--- src/rtl/uart_rx_ascii.sv ---
// 8N1 UART receiver: 2-flop synchroniser, mid-bit sampling, framed bytes out as ascii_code + ready strobe.
// Latency: ready/frame_err assert H+9*N+1 cycles after the start edge reaches rx_s (pin adds 2 cycles).
// No backpressure: ascii_code holds until the next good frame, and the consumer must take it on ready.
module uart_rx_ascii #(
    parameter int CLKS_PER_BIT = 868
) (
    input  logic       clk,
    input  logic       reset_n,
    input  logic       rx,
    output logic [7:0] ascii_code,
    output logic       ready,
    output logic       frame_err
);

    localparam int            CW      = $clog2(CLKS_PER_BIT);
    localparam logic [CW-1:0] CNT_ONE = CW'(1);
    // The cycle that leaves IDLE is count 0, so START checks H-1 to land on t0+H.
    localparam logic [CW-1:0] HALF_M1 = CW'(CLKS_PER_BIT / 2 - 1);
    localparam logic [CW-1:0] FULL_M1 = CW'(CLKS_PER_BIT - 1);

    typedef enum logic [2:0] {
        ST_IDLE,
        ST_START,
        ST_DATA,
        ST_STOP,
        ST_BREAK
    } state_t;

    state_t        state, state_nxt;
    logic          rx_m, rx_s;
    logic [CW-1:0] baud_cnt, baud_cnt_nxt;
    logic [2:0]    bit_idx, bit_idx_nxt;
    logic [7:0]    shift_dat, shift_dat_nxt;
    logic [7:0]    ascii_nxt;
    logic          ready_nxt, frame_err_nxt;

    // Synchroniser resets to the idle-high line level.
    always_ff @(posedge clk or negedge reset_n) begin
        if (!reset_n) begin
            rx_m <= 1'b1;
            rx_s <= 1'b1;
        end else begin
            rx_m <= rx;
            rx_s <= rx_m;
        end
    end

    always_ff @(posedge clk or negedge reset_n) begin
        if (!reset_n) begin
            state      <= ST_IDLE;
            baud_cnt   <= '0;
            bit_idx    <= '0;
            shift_dat  <= '0;
            ascii_code <= '0;
            ready      <= 1'b0;
            frame_err  <= 1'b0;
        end else begin
            state      <= state_nxt;
            baud_cnt   <= baud_cnt_nxt;
            bit_idx    <= bit_idx_nxt;
            shift_dat  <= shift_dat_nxt;
            ascii_code <= ascii_nxt;
            ready      <= ready_nxt;
            frame_err  <= frame_err_nxt;
        end
    end

    always_comb begin
        state_nxt     = state;
        baud_cnt_nxt  = baud_cnt;
        bit_idx_nxt   = bit_idx;
        shift_dat_nxt = shift_dat;
        ascii_nxt     = ascii_code;
        ready_nxt     = 1'b0;
        frame_err_nxt = 1'b0;
        case (state)
            ST_IDLE: begin
                if (!rx_s) begin
                    baud_cnt_nxt = '0;
                    state_nxt    = ST_START;
                end
            end
            ST_START: begin
                if (baud_cnt == HALF_M1) begin
                    if (!rx_s) begin
                        baud_cnt_nxt = '0;
                        bit_idx_nxt  = '0;
                        state_nxt    = ST_DATA;
                    end else begin
                        state_nxt = ST_IDLE;
                    end
                end else begin
                    baud_cnt_nxt = baud_cnt + CNT_ONE;
                end
            end
            ST_DATA: begin
                if (baud_cnt == FULL_M1) begin
                    baud_cnt_nxt  = '0;
                    shift_dat_nxt = {rx_s, shift_dat[7:1]};
                    if (bit_idx == 3'd7) begin
                        state_nxt = ST_STOP;
                    end else begin
                        bit_idx_nxt = bit_idx + 3'd1;
                    end
                end else begin
                    baud_cnt_nxt = baud_cnt + CNT_ONE;
                end
            end
            ST_STOP: begin
                // Leaving at mid-stop-bit leaves half a bit to catch an immediate next start.
                if (baud_cnt == FULL_M1) begin
                    baud_cnt_nxt = '0;
                    if (rx_s) begin
                        ascii_nxt = shift_dat;
                        ready_nxt = 1'b1;
                        state_nxt = ST_IDLE;
                    end else begin
                        frame_err_nxt = 1'b1;
                        state_nxt     = ST_BREAK;
                    end
                end else begin
                    baud_cnt_nxt = baud_cnt + CNT_ONE;
                end
            end
            ST_BREAK: begin
                if (rx_s) begin
                    state_nxt = ST_IDLE;
                end
            end
            default: begin
                state_nxt = ST_IDLE;
            end
        endcase
    end

endmodule

--- config.mk ---
export PLATFORM = sky130hd
export DESIGN_NAME = uart_rx_ascii
export DESIGN_NICKNAME = d
export VERILOG_FILES = /design/src/rtl/uart_rx_ascii.sv
export SDC_FILE = /design/constraint.sdc
export NUM_CORES = 1
export LEC_CHECK = 0
export CORE_MARGIN = 1.5
export CORE_UTILIZATION = 45
export CTS_CLUSTER_SIZE = 12
export DETAILED_ROUTE_END_ITERATION = 10
export SETUP_SLACK_MARGIN = 0.4
export SYNTH_ARGS = -nofsm -noshare
export SYNTH_HDL_FRONTEND = slang
export SYNTH_SLANG_ARGS = --single-unit
--- constraint.sdc ---
create_clock -name clk -period 1.8 [get_ports clk]
set_input_delay 0.18 -clock clk [delete_from_list [all_inputs] [get_ports clk]]
set_output_delay 0.18 -clock clk [all_outputs]
set_load 0.05 [all_outputs]
==> results.toml <==
[layout]
layout-drive-gt1-share_pct = 41.75
multiInputGateArea_sq_um = 949.7
antennaDiodeCount = 0
fin_area_sq_mm = 0.002365
n_fill_cell = 303
postLayoutCoreUtil_pct = 63.64
syn_to_final_growth_pct = 34.33
nNetsFinal = 200
seqCellArea_sq_um = 905.9

[cts]
cts.clk_slew.worst_paths_ns = 0.08
clk_latency_ns = 0.29
root_buffer = "clkbuf_8"
ctsHtreeMaxLevel = 2
cts_tree = "yes"
clkSinkCount = 36
cts_buffer_depth = 2
numCtsBuffers = 5
hold_buffers = 0

[place]
place_ws_ns = -0.001229
port_buffers = 12
gp_congestion = 0.8839
placed_area_sq_mm = 0.001993
dp_hpwl_microns = 2413

[worst_setup_path]
arrival_ns = 1.89
path_max_fanout = 7
critical_path_depth = 6
critPathTopFamily = "compound AO/OA/AOI/OAI gates"
reg2regPathDepth = 6
r2r_setup_slack_ns = 0.12
crit_buf_inv = 1
cp_cell_sequence = "ha_4, and4bb_2, buf_6, a31oi_4, nor2_4, o32ai_2"
cp_slowest_cell = "dfrtp_2"
path_class = "flop to flop"
critPathRequiredTime_ns = 2.01
start_kind = "flop"
cp_slowest_stage_delay_ns = 0.46
endpoint_kind = "flop"

[global_route]
grt_overflow = 0
antenna_found_initial = 0
grt_max_degree = 37
grt_pass1_vias = 1475
grtUsageTotal_pct = 21.40
grt_pass1_wl_microns = 6975

[floorplanning]
ios = 13
fp.dieW_microns = 65.55
num_rows = 22
dieArea_sq_mm = 0.004296
coreArea_sq_mm = 0.003716
die_h_microns = 65.55
start_util_pct = 47.37

[logic_synthesis]
yosys_warnings = 0
synth_fp_nets = 162
synthTopCellsByCount = "dfrtp_1 (34), mux2_2 (16), nor2_1 (10), a31oi_1 (8), inv_1 (8)"
syn-cell-area_sq_mm = 0.001760
synth-adder-area-share_pct = 2.843
seq_area_frac_synth_pct = 51.31
yosysTopAreaCell = "dfrtp_1"
synth_top_family_by_area = "simple AND/OR/NAND/NOR gates"
synth_xor_area_share_pct = 0
synth_area_leaders = "dfrtp_1 (48%), mux2_2 (10%), dfstp_2 (3.0%)"
synth-edff-count = 0
ys_ff_latch = 36
ys.flop_type = "dfrtp_1"
syn_inst = 155
ys_types = 42
yosysMostFrequentCell = "dfrtp_1"
synth-simple-area-share_pct = 17.48
avgSynthCellArea_sq_um = 11.36
synth_top_area_share_pct = 48.33
synth_compound_area_share_pct = 13.65
muxShareOfSynthArea_pct = 10.80
ys_async_sr_fraction_pct = 100.0

[detailed_routing]
drt_iter0_markers = 73
totalWireLength_microns = 4095
drcViolationCount = 0
via_count = 1399
dr.pass1.iters = 4
antenna_left = 0
avgViaCountPerCell = 5.781
routedWlPerCell_microns = 16.92

[hold_path]
timing.hold.worst.class = "primary input to asynchronous set/reset pin"

[pwr]
power_frac_seq_pct = 52.8
pwr_density_cell_mw_per_mm2 = 653.7
clockPowerShare_pct = 45.6
peakVddDrop_mv = 0.5629
p_int_uw = 1229
power.net_switching_uw = 317.2
power_uw = 1546
swShare_pct = 20.52
p_leak_uw = 0.001107
comb_power_share_pct = 1.6

[sta]
setup_violations = 0
max-slew-margin-rel_pct = 67.37
finalClockSkew_ns = 0.008662
worstMarginPinSlew_ns = 0.4914
rsz0062_at_grt = "yes"
fin_crit_sh_pct = 93.58
maxSlewViolCount = 0
max_freq_ghz = 0.5937
min_period_ns = 1.684
finalHoldViolCount = 0
worst_slack_ns = 0.1156

[run]
maxCapViolations = 0

[outcome]
outcome = "completed"
-- sequential cells by signal (all words and copies together) (netlist names) --
register    count
shift_dat       8
ready           1
state           3
frame_err       1
rx_m            1
bit_idx         3
baud_cnt       10
rx_s            1
ascii_code      8
-- layer usage --
| metal | up-vias | wire (microns) | global-route usage (%) |
|---|---|---|---|
| li1 | 654 | - | - |
| met3 | 6 | 181 | 4.966 |
| met4 | 0 | 52 | 7.813 |
| met1 | 697 | 1755 | 25.70 |
| met5 | - | 0 | 0 |
| met2 | 42 | 2105 | 37.37 |
-- timing repair --
item / 4_1_cts / 5_1_grt
buffers inserted: 12 / 1
resized for setup: 38 / 14
endpoints found under the setup margin: 41 / 35
pin swaps: 13 / 8
gates cloned: 1 / 0
-- cell type report --
cell class,count,area share (%)
Clock buffer,5,2.910
Clock inverter,3,1.799
Inverter,8,1.270
Multi-Input combinational cell,106,40.16
Sequential cell,36,38.31
Tap cell,48,2.540
Timing Repair Buffer,36,13.02
-- kinds of logic (layout without fill, tap and decap cells) --
logic type,Yosys count,in the layout
compound gates,37,38
flops,36,36
buf+inv,14,52
fa+ha+maj,4,4
mux,17,17
simple gates,47,47
-- metrics by stage --
stage	hold WS [ns]	setup TNS, ns	std cells
6_report	0.2952	0	242
3_3_place_gp	0.3486	0	220
5_1_grt	0.2992	0	242
2_1_floorplan	-0.1156	0	155
4_1_cts	0.2894	0	241
3_5_place_dp	0.3487	-0.001229	220
-- final timing paths --
kind,start,end
max in group asynchronous,reset_n,rx_s
setup reg to reg,baud_cnt[0],baud_cnt[1]
hold reg to reg,rx_m,rx_s
min in group clk,rx,rx_m
hold / removal,reset_n,baud_cnt[8]
setup / recovery,baud_cnt[0],baud_cnt[1]
-- power by group through the flow --
stage | Combinational [uW] | Sequential (uW) | Clock (uW)
after floorplan | 5.52 | 829 | 0
after global placement | 25.0 | 831 | 0
after detailed placement | 25.2 | 831 | 0
after CTS | 25.7 | 815 | 723
after global routing | 29.5 | 816 | 748
final | 24.8 | 816 | 705
-- cells in the final DEF, fill, tap and decap left out, types with 5 or more instances in the layout --
cell           Yosys  final
a21oi_1            7      6
a31oi_1            8      6
buf_4              1     19
buf_6              1      5
clkbuf_8           0      5
dfrtp_1           34     32
dlygate4sd2_1      0      9
inv_1              8      7
mux2_2            16     15
nand2_1            7      7
nand3_1            6      5
nor2_1            10      7
Note: power is estimated with default switching activity, not from simulation.
